$ cat src/rtl/rssi_apb_pkg.sv
// Shared register map and CTRL bit positions for the RSSI APB monitor.
package rssi_apb_pkg;

  localparam logic [11:0] ADDR_ID      = 12'h000;
  localparam logic [11:0] ADDR_CTRL    = 12'h004;
  localparam logic [11:0] ADDR_FLAGS   = 12'h008;
  localparam logic [11:0] ADDR_IRQ_EN  = 12'h00C;
  localparam logic [11:0] ADDR_THRESH  = 12'h010;
  localparam logic [11:0] ADDR_SNAPSEQ = 12'h014;
  localparam logic [11:0] SNAP_BASE    = 12'h040;
  localparam logic [11:0] PEAK_BASE    = 12'h080;

  localparam int CTRL_EN       = 0;
  localparam int CTRL_SNAP     = 1;
  localparam int CTRL_PEAK_CLR = 2;

endpackage

$ cat src/rtl/rssi_chan_track.sv
// One RSSI channel: latest sample, peak-hold and sticky threshold flag.
module rssi_chan_track
  import rssi_apb_pkg::*;
#(
  parameter int RSSI_W = 27
) (
  input  logic              PCLK,
  input  logic              PRESETn,
  input  logic [RSSI_W-1:0] sample,
  input  logic              vld,
  input  logic              en,
  input  logic [RSSI_W-1:0] thresh,
  input  logic              peak_clr,
  input  logic              flag_clr,
  output logic [RSSI_W-1:0] latest,
  output logic [RSSI_W-1:0] peak,
  output logic              flag
);

  logic take;
  logic hit;

  assign take = vld & en;
  assign hit  = take && (sample >= thresh);

  // NOTE: state uses non-blocking assignments so every register samples pre-edge values.
  always_ff @(posedge PCLK or negedge PRESETn) begin
    if (!PRESETn) begin
      latest <= '0;
      peak   <= '0;
      flag   <= 1'b0;
    end else begin
      if (take) latest <= sample;
      // A sample landing with the clear starts the new peak window.
      if (peak_clr)                   peak <= take ? sample : '0;
      else if (take && sample > peak) peak <= sample;
      if (hit)           flag <= 1'b1;
      else if (flag_clr) flag <= 1'b0;
    end
  end

endmodule

$ cat src/rtl/rssi_apb_monitor.sv
// APB3 slave tracking NUM_CH RSSI streams with peak-hold, threshold flags,
// atomic snapshot shadows and a level interrupt.
module rssi_apb_monitor
  import rssi_apb_pkg::*;
#(
  parameter int NUM_CH = 4,
  parameter int RSSI_W = 27
) (
  input  logic                     PCLK,
  input  logic                     PRESETn,
  input  logic                     PSEL,
  input  logic [11:2]              PADDR,
  input  logic                     PENABLE,
  input  logic                     PWRITE,
  input  logic [31:0]              PWDATA,
  input  logic [3:0]               ECOREVNUM,
  output logic [31:0]              PRDATA,
  output logic                     PREADY,
  output logic                     PSLVERR,
  input  logic [NUM_CH*RSSI_W-1:0] rssi_in,
  input  logic [NUM_CH-1:0]        rssi_vld,
  output logic                     irq
);

  logic [11:0]       addr;
  logic [3:0]        ch_idx;
  logic              mapped;
  logic [31:0]       rd_val;
  logic              wr_access;
  logic              rd_setup;
  logic              snap;
  logic              peak_clr;
  logic [NUM_CH-1:0] flag_clr;

  logic              en;
  logic [NUM_CH-1:0] irq_en;
  logic [NUM_CH-1:0] flags;
  logic [RSSI_W-1:0] thresh;
  logic [15:0]       snap_seq;
  logic [RSSI_W-1:0] latest  [NUM_CH];
  logic [RSSI_W-1:0] peak    [NUM_CH];
  logic [RSSI_W-1:0] snap_sh [NUM_CH];

  // Upper write-data bits are don't-care for every register.
  logic unused_pwdata;
  assign unused_pwdata = ^PWDATA;

  assign addr      = {PADDR, 2'b00};
  assign ch_idx    = addr[5:2];
  assign wr_access = PSEL & PENABLE & PWRITE & mapped;
  assign rd_setup  = PSEL & ~PENABLE & ~PWRITE;
  assign snap      = wr_access && (addr == ADDR_CTRL) && PWDATA[CTRL_SNAP];
  assign peak_clr  = wr_access && (addr == ADDR_CTRL) && PWDATA[CTRL_PEAK_CLR];
  assign flag_clr  = (wr_access && (addr == ADDR_FLAGS)) ? PWDATA[NUM_CH-1:0] : '0;

  assign PREADY  = 1'b1;
  assign PSLVERR = PRESETn & PSEL & PENABLE & ~mapped;

  for (genvar c = 0; c < NUM_CH; c++) begin : g_chan
    rssi_chan_track #(.RSSI_W(RSSI_W)) u_chan (
      .PCLK     (PCLK),
      .PRESETn  (PRESETn),
      .sample   (rssi_in[c*RSSI_W +: RSSI_W]),
      .vld      (rssi_vld[c]),
      .en       (en),
      .thresh   (thresh),
      .peak_clr (peak_clr),
      .flag_clr (flag_clr[c]),
      .latest   (latest[c]),
      .peak     (peak[c]),
      .flag     (flags[c])
    );
  end

  // NOTE: defaults up front keep this block purely combinational (no latches).
  always_comb begin
    mapped = 1'b0;
    rd_val = '0;
    case (addr)
      ADDR_ID:      begin mapped = 1'b1; rd_val = {ECOREVNUM, 12'h0, 8'(NUM_CH), 8'(RSSI_W)}; end
      ADDR_CTRL:    begin mapped = 1'b1; rd_val = 32'(en);       end
      ADDR_FLAGS:   begin mapped = 1'b1; rd_val = 32'(flags);    end
      ADDR_IRQ_EN:  begin mapped = 1'b1; rd_val = 32'(irq_en);   end
      ADDR_THRESH:  begin mapped = 1'b1; rd_val = 32'(thresh);   end
      ADDR_SNAPSEQ: begin mapped = 1'b1; rd_val = 32'(snap_seq); end
      default: begin
        for (int c = 0; c < NUM_CH; c++) begin
          if (ch_idx == 4'(c)) begin
            if (addr[11:6] == SNAP_BASE[11:6]) begin
              mapped = 1'b1;
              rd_val = 32'(snap_sh[c]);
            end else if (addr[11:6] == PEAK_BASE[11:6]) begin
              mapped = 1'b1;
              rd_val = 32'(peak[c]);
            end
          end
        end
      end
    endcase
  end

  // NOTE: shadows are software-visible registers, so they take the reset like the rest.
  always_ff @(posedge PCLK or negedge PRESETn) begin
    if (!PRESETn) begin
      en       <= 1'b0;
      irq_en   <= '0;
      thresh   <= '0;
      snap_seq <= '0;
      PRDATA   <= '0;
      irq      <= 1'b0;
      for (int c = 0; c < NUM_CH; c++) snap_sh[c] <= '0;
    end else begin
      if (wr_access) begin
        case (addr)
          ADDR_CTRL:   en     <= PWDATA[CTRL_EN];
          ADDR_IRQ_EN: irq_en <= PWDATA[NUM_CH-1:0];
          ADDR_THRESH: thresh <= PWDATA[RSSI_W-1:0];
          default: ;
        endcase
      end
      if (snap) begin
        snap_seq <= snap_seq + 16'd1;
        for (int c = 0; c < NUM_CH; c++) snap_sh[c] <= latest[c];
      end
      if (rd_setup) PRDATA <= rd_val;
      irq <= |(flags & irq_en);
    end
  end

endmodule

$ cat config.mk
export PLATFORM = sky130hd
export DESIGN_NAME = rssi_apb_monitor
export DESIGN_NICKNAME = d
export VERILOG_FILES = /design/src/rtl/rssi_apb_pkg.sv /design/src/rtl/rssi_chan_track.sv /design/src/rtl/rssi_apb_monitor.sv
export SDC_FILE = /design/constraint.sdc
export NUM_CORES = 1
export LEC_CHECK = 0
export CAP_MARGIN = 15
export CORE_UTILIZATION = 39
export DETAILED_ROUTE_END_ITERATION = 7
export SETUP_SLACK_MARGIN = 0.15
export SKIP_CTS_REPAIR_TIMING = 1
export SYNTH_ARGS = -nofsm -noshare
export SYNTH_HDL_FRONTEND = slang
export SYNTH_SLANG_ARGS = --single-unit
export TNS_END_PERCENT = 10
$ cat constraint.sdc
create_clock -name PCLK -period 2.5 [get_ports PCLK]
set_input_delay 0.5 -clock PCLK [delete_from_list [all_inputs] [get_ports PCLK]]
set_output_delay 0.5 -clock PCLK [all_outputs]
set_load 0.02 [all_outputs]
==> impl_results.md, run 1 <==
- Status: complete, but fails checks
- Failing checks: hold timing
- CTS max path bufs: 3
- Core box area: around 58000 sq um
- DIE AREA: around 59000 sq um
- Share of layout cells above drive strength 1: between 20% and 30%
- Syn. warnings: 0
- WHS: -0.00552 ns
- Initial Util: 39.4%
- # clock sinks: ~400
- Area contributors post-synth: dfrtp_1, ha_1, nand2_1
- Crit-path max cell delay: roughly 0.53 ns
- Maximum VDD drop: 416 uV
- Remaining DRCs: 0
- CTS Buf Count: 47
- Largest net degree at the start of global routing: 149
- Post-Syn Nets: around 2700
- Synth cell types: 72
- Overall Global Routing Usage: around 28%
- Pint: roughly 12 mW
- Top Family by Delay on Critical Path: simple AND/OR/NAND/NOR gates
- Worst Setup SP: PADDR[10]
- Initial antenna violation count: 2
- Via density: approximately 5.6
- Crit path buf inv count: 2
- EDFF count, synth: 0
- Worst path cell trace: clkdlybuf4s50_1 -> or4_4 -> nor2_1 -> o21ai_0 -> and4_1 -> buf_4
- CP Max Fanout: 2
- Syn-to-layout area delta: 35.4%
- NetSw: ~3.7 mW
- CP required: 2.00 ns
- Slew of the pin with the lowest slew margin: a little under 1 ns
- Post-layout min period: about 2.5 ns
- Commonest non-fill, non-tap cell in the layout: nand2_1
- Initial DRC Count: about 1700
- Cells after Synth: around 2400
- Max Slew Vio Count: 0
- Antenna-violating nets left: 0
- Avg WL per Cell: roughly 23 microns
- Placed Area: ~28000 sq um
- Crit path arrival time: between 1.5 and 2 ns
- Routability cong.: 1.00
- Hold Crit Class: in2async
- FFs w/ async S/R, synth: between 90% and 100%
- R2R Path Start: g_chan[3].u_chan.peak[8]
- Mapped Avg Cell Area: 9.65 sq um
- CTS root buffer: clkbuf_16
- Sequential area share after synthesis: around 45%
- Die Height: approximately 240 microns
- Crit end category: output pin
- Comb pwr share: about a tenth
- CP Class: in2out
- Slew margin rel.: about 34%
- Reg power frac: about 44%
- Filler cell count: ~5200
- Upper clock frequency limit: around 400 MHz
- Number of global-route vias before repair: between 20000 and 25000
- RSZ-0062 raised after global routing: yes
- Nets: 3267
- Clock Pin Slew Worst Setup and Hold Paths: ~0.06 ns
- Drt total wl: about 85 mm
- Final hold viol count: 3
- Static Leakage: ~15 nW
- First drt pass iteration count: 8
- Mapped Area: approximately 23000 sq um
- Yosys reg bits: roughly 410
- Synth top area share: 44.9%
- Die X: ~240 microns
- Buffers on Ports: 190
- Max-cap violations: 0
- Vias: about 21000
- Clock network fraction of design power: between 40% and 50%
- Pwr Density: between 400 and 500 nW/um^2
- GRT Residual Overflow: 0
- First-pass GRT wire length: 126 mm
- Final period utilization: between 90% and 100%
- Row Count: 88
- CTS H-tree depth: 2
- Sw frac: between 20% and 30%
- Antenna cells: 0
- TritonCTS clock tree: done
- Fin area: a little over 30000 sq um
- Setup violations, final: 0
- Worst Skew: 0.0169 ns
- Post-synth top area cell: dfrtp_1
- Clock latency on the worst-skew pair: just under 0.6 ns
- Slowest cell on the critical path: or4_4
- Detailed Place HPWL: between 60 and 70 mm
- Critical Path Source Type: primary input
- I/O Pins: roughly 200
- Commonest non-fill, non-tap cells in the layout: nand2_1, dfrtp_1, buf_4
- Fin util: 53.4%
- Ys flop type: dfrtp_1
area by class of cell:
class	count	area (sq um)	area share (%)
Multi-Input combinational cell	1692	12200	39.6
Sequential cell	408	10200	33.1
Timing Repair Buffer	601	5350	17.4
Clock buffer	69	1400	4.55
Tap cell	765	957	3.11
Inverter	137	514	1.67
Clock inverter	16	185	0.601
worst register-to-register path: stages (launching register included):
cell and delay (ns):
dfrtp_1 0.40, inv_1 0.08, ha_1 0.29, a21oi_1 0.14
o21ai_0 0.11, a221o_1 0.37, a31o_2 0.26, a211o_1 0.27
buf_4 0.21, o32ai_1 0.26
worst paths after layout:
kind                                          endpoint  depth (start not counted)  slack (ns)
min in group PCLK          g_chan[0].u_chan.latest[11]                          4        0.43
max                                            PSLVERR                          6        0.01
max in group asynchronous   g_chan[3].u_chan.latest[3]                          3        1.28
max reg2reg                  g_chan[3].u_chan.peak[15]                          9        0.02
min                                          PRDATA[3]                          2      -0.006
min reg2reg                                snap_sh[32]                          2        0.46
registers in the layout, indices dropped and copies added (netlist names):
| name | cells |
|---|---|
| g_chan.u_chan.peak | 108 |
| snap_seq | 16 |
| snap_sh | 108 |
| PRDATA | 31 |
| irq | 1 |
| thresh | 27 |
| g_chan.u_chan.flag | 4 |
| irq_en | 4 |
| g_chan.u_chan.latest | 108 |
| en | 1 |
cell families (layout without fill, tap and decap cells):
family / count (synthesis) / after routing / share of synthesized area [%]
simple gates: 789 / 789 / 15.0
compound gates: 532 / 532 / 16.7
flops: 408 / 408 / 44.9
buf+inv: 258 / 823 / 4.58
fa+ha+maj: 217 / 217 / 11.9
mux: 137 / 137 / 6.39
xor+xnor: 15 / 15 / 0.577
other cells: 2 / 2 / 0.0330
power by group through the flow:
stage	registers, mW	logic, mW	clock network (mW)
floorplan	6.84	0.437	0
global placement	6.81	1.47	0
detailed placement	6.81	1.50	0
CTS	6.69	1.50	7.27
global route	6.70	1.64	7.52
finish	6.69	1.52	7.16
Yosys cell counts, types with 42 or more instances:
master      n
clkbuf_1   56
mux2_2     67
nand2_1   578
ha_1      217
a21oi_1    97
mux2i_1    70
o32ai_1    54
nor2_1     42
o21ai_0    94
buf_2      47
nand4_1    44
inv_1     137
dfrtp_1   408
a22o_1     59
per-stage QoR:
stage               setup slack, ns  instances  power, mW  TNS [ns]
finish                       0.0135       3688       15.4         0
global route                -0.0746       3688       15.9     -2.99
CTS                          -0.415       3677       15.5     -1.24
detailed placement           -0.675       3592       8.31   -103.24
global placement             -0.611       3592       8.28    -98.70
floorplan                     0.130       2358       7.28         0
per-layer routing:
layer	GRT usage, %	wire length (microns)	vias up
li1	-	-	9528
met1	40.5	38400	10200
met2	43.3	37600	714
met3	4.15	5720	140
met4	8.86	2910	2
met5	0	9	-
No activity file was read; power rests on OpenSTA's default activity.
==> inputs of run 2 (changes only) <==
--- a/config.mk
+++ b/config.mk
@@ -7,6 +7,7 @@
 export LEC_CHECK = 0
 export CAP_MARGIN = 15
 export CORE_UTILIZATION = 39
+export CTS_CLUSTER_DIAMETER = 100
 export DETAILED_ROUTE_END_ITERATION = 7
 export SETUP_SLACK_MARGIN = 0.15
 export SKIP_CTS_REPAIR_TIMING = 1
==> results of run 2 <==
The final DEF is identical to that of run 1; final timing and power are the same.
==> inputs of run 3 (changes only) <==
--- a/config.mk
+++ b/config.mk
@@ -6,7 +6,8 @@
 export NUM_CORES = 1
 export LEC_CHECK = 0
 export CAP_MARGIN = 15
-export CORE_UTILIZATION = 39
+export CORE_ASPECT_RATIO = 1.25
+export CORE_UTILIZATION = 40
 export CTS_CLUSTER_DIAMETER = 100
 export DETAILED_ROUTE_END_ITERATION = 7
 export SETUP_SLACK_MARGIN = 0.15
==> constraint.sdc (replaced) <==
create_clock -name PCLK -period 2 [get_ports PCLK]
set_input_delay 0.4 -clock PCLK [delete_from_list [all_inputs] [get_ports PCLK]]
set_output_delay 0.4 -clock PCLK [all_outputs]
set_load 0.02 [all_outputs]
==> run 3 against run 2 <==
  * The run ends with setup timing left
  * Worst setup slack got worse by 0.46 ns
  * Clock skew rose by 0.013 ns
  * Sequential power rose by 25%
  * Sequential share of layout area fell by 2.2 points
  * Core utilization rose by 5.4 points
  * Clock power rose by 26%
  * Routed wire length rose by 3.6%
  * Register-to-register slack got worse by 0.47 ns
  * Global-route usage rose by 1.6 points
  * Largest power group unchanged
==> impl_results.md, run 3 (synthesis results as in run 1) <==
- Initial DRC Count: around 1500
- Met2 Wirelength: 42.1 mm
- Clock latency on the worst-skew pair: slightly above 0.6 ns
- TritonCTS clock tree: done
- Initial antenna violation count: 1
- Filler cell count: just under 5000
- Top Family by Delay on Critical Path: simple AND/OR/NAND/NOR gates
- Largest net degree at the start of global routing: ~140
- Fin util: between 50% and 60%
- Die Height: ~270 microns
- Post-Layout Cell Count: ~3800
- Commonest non-fill, non-tap cell in the layout: nand2_1
- Core box area: about 56000 sq um
- Metal3 WL: 4.64 mm
- Pwr Density: 589 nW/um^2
- Fin area: 33000 sq um
- Clock Pin Slew Worst Setup and Hold Paths: around 0.06 ns
- Dpl ws: -1.08 ns
- Register area: 10200 sq um
- Placed Area: 30300 sq um
- Syn-to-layout area delta: 44.8%
- Crit path arrival time: between 2 and 3 ns
- CTS root buffer: clkbuf_16
- Vias: ~21000
- Most common cell on crit path: buf_4
- Overall Global Routing Usage: 29.7%
- Crit-path max cell delay: about 0.38 ns
- Failing checks: setup timing
- Avg WL per Cell: about 23 microns
- RSZ-0062 raised after global routing: yes
- Placed Cells: between 3000 and 4000
- Die X: about 220 microns
- Max-cap violations: 0
- First drt pass iteration count: 8
- Maximum VDD drop: between 600 and 700 uV
- Multi-input logic area: ~13000 sq um
- Buffers on Ports: 190
- Biggest registers after layout: g_chan.u_chan.latest (108), g_chan.u_chan.peak (108), snap_sh (108)
- Upper clock frequency limit: approximately 410 MHz
- CP Class: reg2reg
- Post-layout min period: 2.45 ns
- Remaining DRCs: 0
- Detailed Place HPWL: 68.1 mm
- Via density: about 5.6
- Row Count: 97
- I/O Pins: between 150 and 200
- Setup violations, final: about 110
- First-pass GRT wire length: about 130 mm
- CP required: roughly 2.5 ns
- Initial Util: ~41%
- CTS Buf Count: 45
- Crit end category: register
- Number of global-route vias before repair: approximately 22000
- # clock sinks: 408
- Antenna-violating nets left: 0
- Worst Skew: 0.0298 ns
- Drt total wl: just under 90 mm
- DIE AREA: around 58000 sq um
- Slowest cell on the critical path: dfrtp_1
- Hold Crit Class: in2reg
- Share of layout cells above drive strength 1: roughly 30%
- Slew margin rel.: 43.0%
- Critical Path Source Type: register
- Slew of the pin with the lowest slew margin: about 0.85 ns
- Status: complete, but fails checks
- CTS H-tree depth: 2
- CP Max Fanout: 5
- CTS max path bufs: 3
- Worst setup margin: -0.451 ns
- Top sig layer: met4
- Met1 WL: around 37 mm
- Nets: 3427
- Crit path buf inv count: 4
- Final hold viol count: 0
- Final period utilization: 123%
- Static Leakage: between 15 and 20 nW
- Commonest non-fill, non-tap cells in the layout: nand2_1, buf_4, dfrtp_1
- Routability cong.: roughly 0.96
- Worst path cell trace: clkinvlp_4 -> ha_4 -> nand4_1 -> nor3_2 -> buf_4 -> buf_4 -> nand4_1 -> a21oi_2 -> nor4b_1 -> a21oi_1 -> buf_4
- GRT Residual Overflow: 0
- Max Slew Vio Count: 0
-- run 3: area by class of cell --
cell class,instances,share of cell area (%)
sequential,408,31.0
timing repair buffer,763,20.8
inverter,137,1.60
multi-input combinational,1692,39.0
tap,742,2.82
clock buffer,65,3.89
clock inverter,16,0.888
antenna,1,0.00759
-- run 3: worst min-delay path: cells and delay by family --
kind / cells / cell delay, ns
and+or+nand+nor: 1 / 0.05
buffers and inverters: 1 / 0.40
AOI/OAI and AO/OA: 1 / 0.07
-- run 3: power by group --
group	switching [mW]	internal (mW)	total [mW]
Combinational	1.04	0.991	2.03
Clock	3.64	5.37	9.01
Sequential	0.0390	8.32	8.36
Total	4.72	14.7	19.4
-- run 3: routing by layer --
layer | GRT usage [%] | up-vias
met2 | 50.3 | 716
met3 | 3.76 | 198
met4 | 12.0 | 0
met1 | 38.7 | 10600
met5 | 0 | -
li1 | - | 9822
-- run 3: final timing paths --
check,startpoint,endpoint,slack [ns],cells after the start
max reg2reg,thresh[11],g_chan[0].u_chan.flag,-0.45,11
min,PWDATA[14],thresh[14],0.36,3
max in group asynchronous,PRESETn,irq_en[2],0.59,4
max,thresh[11],g_chan[0].u_chan.flag,-0.45,11
min in group asynchronous,PRESETn,g_chan[0].u_chan.latest[12],0.38,3
min reg2reg,g_chan[2].u_chan.latest[6],snap_sh[33],0.46,2
-- run 3: through the flow --
step / power [mW] / setup TNS [ns] / hold slack, ns
after CTS: 19.5 / -65.27 / -0.215
after detailed placement: 10.5 / -236.42 / 0.400
after global placement: 10.5 / -226.49 / 0.405
final: 19.4 / -43.03 / 0.358
after floorplan: 9.12 / -18.69 / 0.104
after global routing: 19.9 / -51.58 / 0.372
